## config.mk

```make
export PLATFORM = sky130hd
export DESIGN_NAME = shiftreg_capture
export DESIGN_NICKNAME = d
export VERILOG_FILES = /design/src/rtl/shiftreg_capture.sv
export SDC_FILE = /design/constraint.sdc
export NUM_CORES = 1
export LEC_CHECK = 0
export CAP_MARGIN = 20
export CORE_ASPECT_RATIO = 0.9
export CORE_UTILIZATION = 35
export DETAILED_ROUTE_END_ITERATION = 8
export GPL_ROUTABILITY_DRIVEN = 0
export HOLD_SLACK_MARGIN = 0.08
export PLACE_DENSITY = 0.56
export SLEW_MARGIN = 20
export SYNTH_ARGS = -nofsm -noshare
export SYNTH_HDL_FRONTEND = slang
export SYNTH_SLANG_ARGS = --single-unit
```

## constraint.sdc

```tcl
create_clock -name clk -period 5.8 [get_ports clk]
set_clock_uncertainty 0.1 [all_clocks]
set_input_delay 0.58 -clock clk [delete_from_list [all_inputs] [get_ports clk]]
set_output_delay 0.58 -clock clk [all_outputs]
set_load 0.02 [all_outputs]
```

## src/rtl/shiftreg_capture.sv

```systemverilog
// shiftreg_capture: edge-triggered capture of shift-register words with timestamps
// into a first-word-fall-through FIFO drained over a valid/ready stream.
module shiftreg_capture #(
    parameter int WIDTH   = 24,
    parameter int DEPTH   = 8,
    parameter int STAMP_W = 16,
    parameter int OVF_W   = 8
) (
    input  logic                         clk,
    input  logic                         reset_ni,
    input  logic                         clear_i,
    input  logic                         trigger_i,
    input  logic [WIDTH-1:0]             dout_parallel_i,
    output logic                         m_valid_o,
    input  logic                         m_ready_i,
    output logic [WIDTH-1:0]             m_data_o,
    output logic [STAMP_W-1:0]           m_stamp_o,
    output logic [$clog2(DEPTH+1)-1:0]   level_o,
    output logic                         full_o,
    output logic [OVF_W-1:0]             ovf_cnt_o
);
    localparam int AW = $clog2(DEPTH);
    localparam int LW = $clog2(DEPTH+1);
    localparam logic [LW-1:0] FULL_LVL = LW'(DEPTH);
    localparam logic [OVF_W-1:0] OVF_MAX = '1;

    logic [WIDTH-1:0]   mem_data_q [DEPTH];
    logic [STAMP_W-1:0] mem_stamp_q [DEPTH];

    logic [STAMP_W-1:0] stamp_q, stamp_d;
    logic               trig_q, trig_d;
    logic [AW-1:0]      wr_ptr_q, wr_ptr_d, rd_ptr_q, rd_ptr_d;
    logic [LW-1:0]      count_q, count_d;
    logic               full_q, full_d, valid_q, valid_d;
    logic [WIDTH-1:0]   head_data_q, head_data_d;
    logic [STAMP_W-1:0] head_stamp_q, head_stamp_d;
    logic [OVF_W-1:0]   ovf_q, ovf_d;
    logic               cap, pop, push, drop;

    always_comb begin
        stamp_d  = stamp_q + STAMP_W'(1);
        trig_d   = trigger_i;
        cap      = trigger_i & ~trig_q;
        pop      = valid_q & m_ready_i & ~clear_i;
        // a pop in the same cycle frees the slot, so a full FIFO still accepts the push
        push     = cap & ~clear_i & ((count_q != FULL_LVL) | pop);
        drop     = cap & ~clear_i & (count_q == FULL_LVL) & ~pop;
        wr_ptr_d = clear_i ? '0 : push ? wr_ptr_q + AW'(1) : wr_ptr_q;
        rd_ptr_d = clear_i ? '0 : pop ? rd_ptr_q + AW'(1) : rd_ptr_q;
        count_d  = clear_i ? '0 :
                   (push & ~pop) ? count_q + LW'(1) :
                   (pop & ~push) ? count_q - LW'(1) : count_q;
        full_d   = count_d == FULL_LVL;
        valid_d  = count_d != '0;
        ovf_d    = clear_i ? '0 : (drop && ovf_q != OVF_MAX) ? ovf_q + OVF_W'(1) : ovf_q;
        head_data_d  = head_data_q;
        head_stamp_d = head_stamp_q;
        if (clear_i) begin
            head_data_d  = '0;
            head_stamp_d = '0;
        end else if (count_q == '0 || (count_q == LW'(1) && pop)) begin
            // FIFO drains to empty this cycle: new word bypasses memory, else hold last popped
            if (push) begin
                head_data_d  = dout_parallel_i;
                head_stamp_d = stamp_q;
            end
        end else begin
            head_data_d  = mem_data_q[rd_ptr_d];
            head_stamp_d = mem_stamp_q[rd_ptr_d];
        end
    end

    always_ff @(posedge clk) begin
        if (push) begin
            mem_data_q[wr_ptr_q]  <= dout_parallel_i;
            mem_stamp_q[wr_ptr_q] <= stamp_q;
        end
    end

    always_ff @(posedge clk or negedge reset_ni) begin
        if (!reset_ni) begin
            stamp_q      <= '0;
            trig_q       <= 1'b1;
            wr_ptr_q     <= '0;
            rd_ptr_q     <= '0;
            count_q      <= '0;
            full_q       <= 1'b0;
            valid_q      <= 1'b0;
            head_data_q  <= '0;
            head_stamp_q <= '0;
            ovf_q        <= '0;
        end else begin
            stamp_q      <= stamp_d;
            trig_q       <= trig_d;
            wr_ptr_q     <= wr_ptr_d;
            rd_ptr_q     <= rd_ptr_d;
            count_q      <= count_d;
            full_q       <= full_d;
            valid_q      <= valid_d;
            head_data_q  <= head_data_d;
            head_stamp_q <= head_stamp_d;
            ovf_q        <= ovf_d;
        end
    end

    assign m_valid_o = valid_q;
    assign m_data_o  = head_data_q;
    assign m_stamp_o = head_stamp_q;
    assign level_o   = count_q;
    assign full_o    = full_q;
    assign ovf_cnt_o = ovf_q;
endmodule

```

==> run_results.csv, run 1 <==
group,metric,value,unit
synth,syn_area,16000,um^2
synth,yosysWarnings,0,
synth,synth_simple_gate_area_share,4.85,%
timing,worst_pin_slew,1030,ps
routing,first_pass_iters,5,
clock_network,path_clk_slew,60,ps
global_routing,grt_start_max_net_pins,58,
global_routing,track_usage,17.4,%
timing,fmax,0.303,GHz
critical_path,cp.required,6130,ps
cells_and_area,final_cells,1742,
power_and_ir_drop,vdd_drop_max,0.182,mV
clock_network,clock-sinks,397,
clock_network,cts_tree,"done",
critical_path,crit_fanout,49,
routing,totalWireLength,39.8,mm
critical_path,r2r_cells,7,
power_and_ir_drop,power.leakage,6.50,nW
clock_network,ctsLongestPathBuffers,3,
placement,place_area,17600,um^2
synth,synth_compound_area_share,10.2,%
cells_and_area,antenna_cells,0,
synth,synth_top_family_by_area,"compound AO/OA/AOI/OAI gates",
timing,fin_setup_tns,0,ps
floorplanning,fp.dieH,205,um
cells_and_area,drive_above_1_share,13.4,%
floorplanning,num_rows,73,
synth,synthFlopType,"edfxtp_1",
run,max_cap_viol_count,0,
synth,synthMuxAreaShare,8.39,%
routing,postRouteAntennaNets,0,
routing,drt_iter0_drc,815,
timing,relSlewSlack,31.1,%
synth,synthCells,1011,
synth,synthArstFlopShare,19.4,%
cells_and_area,nFillCells,4029,
cells_and_area,final_cell_area,19000,um^2
routing,via_per_inst,5.35,
critical_path,worst-setup-path-type,"primary input to register",
synth,synthAdderAreaFrac,0.628,%
floorplanning,core,44600,um^2
synth,seq_area_frac_synth,72.3,%
critical_path,cp-start-kind,"primary input",
cells_and_area,area_growth,19.3,%
min_path,worstHoldPathType,"primary input to asynchronous set/reset pin",
clock_network,cts.htree.levels,2,
synth,syn_area_per_cell,15.8,um^2
critical_path,critPathCaptureType,"register",
clock_network,insertion_delay,550,ps
cells_and_area,seq_area,11500,um^2
placement,port_buffers,82,
timing,final_max_slew_viol_count,0,
clock_network,cts-root-buf,"clkbuf_16",
timing,fin_crit_sh,56.9,%
cells_and_area,nets,1145,
synth,synth_fp_nets,1048,
cells_and_area,multi_input_area,4200,um^2
power_and_ir_drop,p_total,0.00648,W
floorplanning,start_util,35.8,%
global_routing,grt_first_pass_wirelength,60.3,mm
power_and_ir_drop,pwr_density_cell,340,nW/um^2
global_routing,grt_pass1_vias,9568,
clock_network,cts_buffers,43,
synth,synthDistinctLibCells,46,
timing,finalSetupViolCount,0,
floorplanning,dieArea,46400,um^2
status,outcome,"complete, no violations",
floorplanning,die_w,227,um
placement,dp.cells,1662,
critical_path,worstPathArrival,3630,ps
timing,fin_crit,3300,ps
timing,rsz0062_at_grt,"false",
global_routing,overflow,0,
placement,dp_hpwl,21.8,mm
routing,drc,0,
routing,vias,9315,
synth,synth_edf_count,320,
clock_network,ctsResizeCount,0,
synth,synth_xor_xnor_area_share,1.37,%
global_routing,grt_antenna_before_repair,0,
timing,hold_violations,0,
floorplanning,ios,83,
routing,wl_per_cell,22.9,um
synth,ys_ff_latch,397,
-- layout make-up --
| class | instances | area share, % |
|---|---|---|
| Multi-Input combinational cell | 545 | 22.1 |
| Clock inverter | 19 | 1.08 |
| Timing Repair Buffer | 115 | 5.81 |
| Clock buffer | 60 | 6.36 |
| Inverter | 6 | 0.118 |
| Tap cell | 600 | 3.94 |
| Sequential cell | 397 | 60.6 |
-- power breakdown --
part / switching (W) / internal [W]
Clock: 0.00109 / 0.00164
Combinational: 0.000341 / 0.000230
Sequential: 0.0000539 / 0.00313
-- cell usage after synthesis, drive strengths merged (2+ instances only) --
library cell  instances  area share, %
nor3b                 5           0.30
nand3                10           0.31
clkbuf               45            1.1
nand4                 8           0.31
dfrtp                76             12
mux4                 40            5.7
o21ai                82            2.6
nor2b                 3           0.12
nor3                  6           0.19
nand2                98            2.3
o221ai                2           0.11
nand2b                4           0.16
nor4                  2          0.078
edfxtp              320             60
a31oi                 2          0.078
nor2                 19           0.45
xor2                 11           0.60
a211o                39            2.1
nor4b                 3           0.16
and2                  2          0.078
and3                  5           0.20
a22o                 40            2.2
ha                    8           0.63
buf                  18           0.99
a21oi                88            2.8
xnor2                14           0.77
mux2i                43            2.7
inv                   6           0.14
-- critical path, cell delays in order --
cell     delay, ps
buf_2          410
buf_4          600
nor2b_1        220
a31oi_4        690
buf_4          490
a21oi_1         80
a211o_1        290
a22o_1         210
-- path summary, 6_finish.rpt --
path	from	end	slack [ps]
max	clear_i	m_data_o[16]$_DFFE_PN0P_	2500
min	reset_ni	full_o$_DFF_PN0_	360
max reg2reg	level_o[0]$_DFF_PN0_	mem_stamp_q[1][0]$_DFFE_PP_	2560
min reg2reg	m_data_o[0]$_DFFE_PN0P_	m_data_o[0]$_DFFE_PN0P_	400
max in group asynchronous	reset_ni	m_data_o[2]$_DFFE_PN0P_	3990
min in group clk	m_data_o[0]$_DFFE_PN0P_	m_data_o[0]$_DFFE_PN0P_	400
-- routing by layer --
metal  share of wire [%]  vias up  GRT usage (%)
met5                   0        -              0
met4                 1.4        0           4.19
met3                 6.0       51           2.81
met2                  47      303           27.8
met1                  45     4837           24.9
li1                    -     4124              -
-- kinds of logic after synthesis --
logic type | after synthesis
flip-flops | 397
multiplexers | 83
AO/OA/AOI/OAI | 260
XOR/XNOR | 25
adder cells (fa/ha/maj) | 8
buffers and inverters | 69
AND/OR/NAND/NOR | 169
-- sequential cells by signal, indices dropped and copies added (netlist names) --
signal       cells
mem_data_q     192
mem_stamp_q    128
m_data_o        24
m_stamp_o       16
stamp_q         16
ovf_cnt_o        8
level_o          4
rd_ptr_q         3
wr_ptr_q         3
full_o           1
m_valid_o        1
trig_q           1
-- metrics by stage --
step	util [%]	worst slack (ps)	hold slack [ps]
global route	42.7	2340	381
floorplan	-	82.0	184
detailed placement	39.5	1960	381
finish	42.7	2500	357
CTS	42.7	2530	359
global placement	39.5	2010	384
-- layout by cell type (no fill, tap or decap), types with 2 or more instances in the layout --
cell,instances
mux4_1,2
nor3b_2,4
a21oi_4,3
edfxtp_1,320
nor2_1,17
xor2_1,11
a211o_1,39
bufinv_16,4
clkinv_1,6
and2_1,2
inv_1,6
nand2b_1,4
clkbuf_16,44
nor4b_4,2
xnor2_1,14
o21ai_0,82
nand3_1,10
clkdlybuf4s50_1,80
mux2i_1,42
clkinv_2,6
a21oi_1,85
nor2_4,2
dfrtp_1,76
nor2b_1,3
a22o_1,40
and3_1,5
buf_4,29
ha_1,8
nor3_2,3
mux4_2,38
nand4_1,8
clkbuf_1,11
nand2_1,98
clkbuf_8,5
nor3_1,3
o221ai_1,2
buf_12,3
-- what timing repair did --
action,CTS,global route
hold buffers,1,0
hold endpoints to repair,20,0
buffers inserted,0,0
Note: power is estimated with default switching activity, not from simulation.
==> run 2, diff against run 1 <==
==> constraint.sdc (replaced) <==
create_clock -name clk -period 2.8 [get_ports clk]
set_clock_uncertainty 0.1 [all_clocks]
set_input_delay 0.28 -clock clk [delete_from_list [all_inputs] [get_ports clk]]
set_output_delay 0.28 -clock clk [all_outputs]
set_load 0.02 [all_outputs]
==> run 2 against run 1 <==
Register-to-register slack worse by 2400 ps. First-iteration DRC count is 8.3% lower. Clock power is 100% higher. Sequential cell count stayed put. Critical endpoint is now m_stamp_o[1]$_DFFE_PN0P_. Highest routed layer unchanged.
==> run_results.csv, run 2 (synthesis gave the netlist of run 1 again) <==
group,metric,value,unit
timing,fmax,0.377,GHz
clock_network,cts-root-buf,"clkbuf_16",
floorplanning,core,44600,um^2
critical_path,cp_common_cell,"buf_12",
timing,fin_setup_tns,0,ps
timing,worst_pin_slew,702,ps
timing,whs,152,ps
critical_path,worstPathArrival,2980,ps
critical_path,worst-setup-path-type,"register to register",
clock_network,cts.htree.levels,2,
critical_path,crit_slowest_cell,"mux4_2",
routing,vias,9340,
power_and_ir_drop,p_seq_share,49.2,%
routing,first_pass_iters,5,
run,max_cap_viol_count,0,
power_and_ir_drop,vdd_drop_max,0.462,mV
clock_network,path_clk_slew,60,ps
timing,finalSetupViolCount,0,
critical_path,rrSetupSlack,150,ps
routing,postRouteAntennaNets,0,
critical_path,endpoint,"m_stamp_o[1]$_DFFE_PN0P_",
global_routing,overflow,0,
power_and_ir_drop,power.leakage,6.80,nW
cells_and_area,multi_input_area,4280,um^2
floorplanning,fp.dieH,205,um
placement,port_buffers,82,
clock_network,ctsResizeCount,0,
global_routing,track_usage,17.8,%
power_and_ir_drop,pwr-share-clk,41.3,%
timing,rsz0062_at_grt,"false",
clock_network,cts_tree,"done",
cells_and_area,largest_register,"mem_data_q",
routing,totalWireLength,40.4,mm
timing,final_max_slew_viol_count,0,
floorplanning,ios,83,
floorplanning,dieArea,46400,um^2
power_and_ir_drop,p_switching,0.00304,W
critical_path,r2r_start,"rd_ptr_q[0]$_DFF_PN0_",
global_routing,grt_pass1_vias,9605,
power_and_ir_drop,p_int,0.0104,W
global_routing,grt_start_max_net_pins,44,
floorplanning,num_rows,73,
status,outcome,"complete, no violations",
cells_and_area,drive_above_1_share,17.0,%
critical_path,r2r_cells,8,
cells_and_area,antenna_cells,0,
critical_path,cp-start-kind,"register",
timing,relSlewSlack,53.2,%
cells_and_area,final_common_cell,"edfxtp_1",
routing,via_per_inst,5.25,
critical_path,cp.required,3120,ps
clock_network,ctsLongestPathBuffers,3,
critical_path,critPathCaptureType,"register",
clock_network,clock-sinks,397,
global_routing,grt_first_pass_wirelength,60.8,mm
routing,routed-wl-met2,18.9,mm
routing,routed.top_layer,"met4",
routing,drc,0,
power_and_ir_drop,pwr-share-comb,9.6,%
critical_path,cp-startpoint,"rd_ptr_q[0]$_DFF_PN0_",
critical_path,cp_cell_sequence,"ha_1, nand3_1, a21oi_4, buf_12, buf_12, mux4_2, a211o_1, a22o_1",
cells_and_area,utilization,44.2,%
power_and_ir_drop,pwr_density_cell,681,nW/um^2
critical_path,r2r-end,"m_stamp_o[1]$_DFFE_PN0P_",
timing,fin_crit,2650,ps
floorplanning,die_w,227,um
clock_network,cts_buffers,41,
cells_and_area,final_cell_mix,"edfxtp_1, nand2_1, a21oi_1",
cells_and_area,nets,1184,
timing,fin_crit_sh,94.8,%
routing,wl_met1,18.7,mm
routing,drt_iter0_drc,747,
global_routing,grt_antenna_before_repair,0,
power_and_ir_drop,swShare,22.6,%
cells_and_area,nFillCells,3997,
timing,hold_violations,0,
placement,dp.cells,1703,
critical_path,crit_fanout,15,
cells_and_area,seq_area,11500,um^2
routing,met3_length,2.23,mm
min_path,worstHoldPathType,"primary input to register",
cells_and_area,largest_register_ffs,192,
critical_path,critPathMaxStageDelay,510,ps
floorplanning,start_util,35.8,%
cells_and_area,final_cells,1779,
cells_and_area,area_growth,23.5,%
placement,dp_hpwl,23.0,mm
routing,wl_per_cell,22.7,um
clock_network,insertion_delay,530,ps
## run 2: changes by cell type in the layout (fill, tap and decap cells not counted), sizes merged
cell | previous run | this run
buf | 34 | 75
clkinv | 13 | 8
clkbuf | 60 | 62
clkinvlp | 1 | 0
## run 2: how the worst min path moves through the flow
stage               from                  endpoint  depth (start not counted)
2_1_floorplan   reset_ni          full_o$_DFF_PN0_                          0
3_3_place_gp    reset_ni  m_data_o[13]$_DFFE_PN0P_                          1
3_5_place_dp    reset_ni  m_data_o[13]$_DFFE_PN0P_                          1
4_1_cts        trigger_i          trig_q$_DFF_PN1_                          1
5_1_grt        trigger_i          trig_q$_DFF_PN1_                          1
6_report       trigger_i          trig_q$_DFF_PN1_                          1
## run 2: through the flow
stage | setup WS (ps) | total power, W | cell area (um^2)
floorplan | -144 | 0.00733 | 16100
global placement | -114 | 0.00800 | 18300
detailed placement | -173 | 0.00800 | 18300
CTS | 142 | 0.0135 | 19700
global route | 43.9 | 0.0139 | 19700
finish | 145 | 0.0134 | 19700
## run 2: layout make-up
class	count	area share, %
flip-flops and latches	397	58.6
multi-input cells	545	21.7
repair buffers	156	8.74
clock buffers	62	6.13
well taps	600	3.81
clock inverters	13	0.858
inverters	6	0.127
## run 2: routing by layer
layer  vias to the layer above  GRT usage (%)
met5                         -              0
met4                         0           3.88
met3                        52           3.08
met2                       245           27.8
met1                      4841           25.9
li1                       4202              -
## run 2: power groups by stage
stage | Sequential (W) | Clock [W] | Combinational (W)
2_1_floorplan | 0.00679 | 0 | 0.000534
3_3_place_gp | 0.00672 | 0 | 0.00127
3_5_place_dp | 0.00672 | 0 | 0.00129
4_1_cts | 0.00660 | 0.00565 | 0.00130
5_1_grt | 0.00661 | 0.00591 | 0.00138
6_report | 0.00660 | 0.00554 | 0.00128
## run 2: repair_timing
| item | CTS | global route |
|---|---|---|
| hold endpoints to repair | 34 | 0 |
| endpoints found under the setup margin | 0 | 0 |
| hold buffers | 1 | 0 |
| buffers inserted | 0 | 0 |
## run 2: critical path: cells and delay by family (launching register included)
kind | cells | cell delay (ps)
mux | 1 | 510
fa+ha+maj | 1 | 280
simple gates | 1 | 170
compound gates | 3 | 720
flops | 1 | 380
buf+inv | 2 | 360
==> run 3, diff against run 2 <==
--- a/config.mk
+++ b/config.mk
@@ -7,11 +7,11 @@
 export LEC_CHECK = 0
 export CAP_MARGIN = 20
 export CORE_ASPECT_RATIO = 0.9
-export CORE_UTILIZATION = 35
+export CORE_UTILIZATION = 42
+export CTS_BUF_LIST = sky130_fd_sc_hd__clkbuf_16
 export DETAILED_ROUTE_END_ITERATION = 8
-export GPL_ROUTABILITY_DRIVEN = 0
 export HOLD_SLACK_MARGIN = 0.08
-export PLACE_DENSITY = 0.56
+export PLACE_DENSITY = 0.64
 export SLEW_MARGIN = 20
 export SYNTH_ARGS = -nofsm -noshare
 export SYNTH_HDL_FRONTEND = slang
==> run 3 against run 2 <==
Utilization is 8.0 points higher. Cell count down 6.4%. Sequential cell count did not move. Die area fell by 17%. Critical endpoint is now m_data_o[11]$_DFFE_PN0P_.
==> run_results.csv, run 3 (synthesis gave the netlist of run 1 again) <==
group,metric,value,unit
placement,place_area,18100,um^2
global_routing,track_usage,20.1,%
floorplanning,die_w,207,um
power_and_ir_drop,power.leakage,6.83,nW
cells_and_area,largest_register_ffs,192,
timing,fin_crit,2620,ps
routing,via_per_inst,5.68,
cells_and_area,antenna_cells,0,
clock_network,ctsResizeCount,0,
timing,worst_pin_slew,703,ps
routing,totalWireLength,38.7,mm
min_path,holdCritStartpoint,"trigger_i",
global_routing,gr-max-usage-layer,"met2",
clock_network,path_clk_slew,60,ps
timing,fin_crit_sh,93.4,%
clock_network,cts_buffers,42,
critical_path,r2r-end,"m_data_o[11]$_DFFE_PN0P_",
cells_and_area,final_cell_mix,"edfxtp_1, nand2_1, a21oi_1",
timing,fmax,0.382,GHz
critical_path,rrSetupSlack,180,ps
clock_network,clock-sinks,397,
routing,postRouteAntennaNets,0,
routing,vias,9464,
critical_path,worst-setup-path-type,"register to register",
clock_network,cts.htree.levels,2,
placement,port_buffers,82,
timing,hold_violations,0,
cells_and_area,nets,1185,
power_and_ir_drop,p_int,0.0101,W
critical_path,r2r_cells,7,
floorplanning,ios,83,
routing,first_pass_iters,5,
floorplanning,start_util,42.8,%
min_path,min_to,"trig_q$_DFF_PN1_",
clock_network,insertion_delay,550,ps
global_routing,grt_antenna_before_repair,1,
power_and_ir_drop,p_seq_share,50.2,%
cells_and_area,final_common_cell,"edfxtp_1",
placement,place_congestion,0.824,
critical_path,r2r_start,"rd_ptr_q[0]$_DFF_PN0_",
timing,finalSetupViolCount,0,
critical_path,cp-start-kind,"register",
power_and_ir_drop,vdd_drop_max,0.414,mV
power_and_ir_drop,pwr-share-comb,9.6,%
routing,drc,0,
global_routing,grt_start_max_net_pins,42,
timing,rsz0062_at_grt,"false",
global_routing,use_met3,3.29,%
critical_path,cp.required,3120,ps
timing,final_max_slew_viol_count,0,
floorplanning,core,37300,um^2
cells_and_area,final_cell_area,19500,um^2
cells_and_area,area_growth,22.0,%
routing,wl_per_cell,23.3,um
clock_network,cts-root-buf,"clkbuf_16",
global_routing,gr-usage-met2,32.2,%
global_routing,met1_usage,28.8,%
floorplanning,dieArea,38800,um^2
global_routing,grt_first_pass_wirelength,58.8,mm
cells_and_area,drive_above_1_share,16.7,%
clock_network,ctsLongestPathBuffers,3,
critical_path,crit_fanout,15,
power_and_ir_drop,pwr-share-clk,40.2,%
cells_and_area,final_cells,1665,
routing,drt_iter0_drc,811,
power_and_ir_drop,swShare,23.0,%
min_path,worstHoldPathType,"primary input to register",
floorplanning,num_rows,67,
floorplanning,fp.dieH,187,um
clock_network,cts_tree,"done",
critical_path,critPathCaptureType,"register",
critical_path,worstPathArrival,2940,ps
status,outcome,"complete, no violations",
cells_and_area,largest_register,"mem_data_q",
placement,dp_hpwl,22.3,mm
global_routing,overflow,0,
placement,dp.cells,1586,
min_path,min_path_cells,1,
power_and_ir_drop,p_switching,0.00302,W
power_and_ir_drop,pwr_density_cell,675,nW/um^2
timing,relSlewSlack,53.1,%
run,max_cap_viol_count,0,
global_routing,grt_pass1_vias,9576,
## run 3: cell count changes in the layout (fill, tap and decap cells not counted)
cell,before,now
clkbuf_1,13,0
clkinv_2,4,5
inv_6,1,2
clkinv_1,3,5
clkinv_4,1,0
buf_4,46,49
clkbuf_16,43,42
inv_1,4,22
buf_12,28,25
clkbuf_8,6,0
clkinvlp_4,0,1
clkinv_8,0,1
## run 3: critical path, stage by stage (launching register included)
cell	delay, ps
dfrtp_1	390
ha_1	280
nand3_1	140
a21oi_4	210
buf_4	330
mux4_2	540
a211o_1	310
a22o_1	200
## run 3: layout make-up
cell class	count	area [um^2]
clock buffer	42	1050
multi-input combinational	545	4280
fill	2961	17800
timing repair buffer	156	1680
inverter	6	25.0
sequential	397	11500
tap	483	604
clock inverter	36	273
## run 3: through the flow
stage	power, W	util, %	TNS [ps]	setup slack (ps)	hold slack, ps
3_5_place_dp	0.00797	48.6	-14.9	-7.35	262
5_1_grt	0.0135	52.2	0	24.3	131
4_1_cts	0.0132	52.2	0	165	122
3_3_place_gp	0.00795	48.6	0	53.2	266
2_1_floorplan	0.00733	-	-13000	-144	-116
6_report	0.0131	52.2	0	184	148
## run 3: routing by layer
metal  vias to the layer above  part of all wire (%)
met2                       366                    47
li1                       4195                     -
met1                      4848                    44
met5                         -                     0
met3                        55                   7.0
met4                         0                   1.8
## run 3: power groups by stage
stage	clock, W	sequential [W]	combinational (W)
after CTS	0.00538	0.00659	0.00126
after detailed placement	0	0.00671	0.00126
after global routing	0.00559	0.00660	0.00135
after floorplan	0	0.00679	0.000534
after global placement	0	0.00671	0.00124
final	0.00529	0.00659	0.00126
## run 3: worst max-delay path by stage
stage	from	to	slack (ps)
after global routing	rd_ptr_q[0]$_DFF_PN0_	m_stamp_o[13]$_DFFE_PN0P_	20
final	rd_ptr_q[0]$_DFF_PN0_	m_data_o[11]$_DFFE_PN0P_	180
after detailed placement	m_ready_i	m_stamp_o[12]$_DFFE_PN0P_	-7
after floorplan	level_o[0]$_DFF_PN0_	mem_data_q[4][0]$_DFFE_PP_	-140
after global placement	m_ready_i	m_stamp_o[9]$_DFFE_PN0P_	50
after CTS	rd_ptr_q[0]$_DFF_PN0_	m_data_o[11]$_DFFE_PN0P_	170
## run 3: repair_timing
item	in CTS	in global routing
hold buffers	1	0
setup buffers	0	0
hold endpoints to repair	40	0
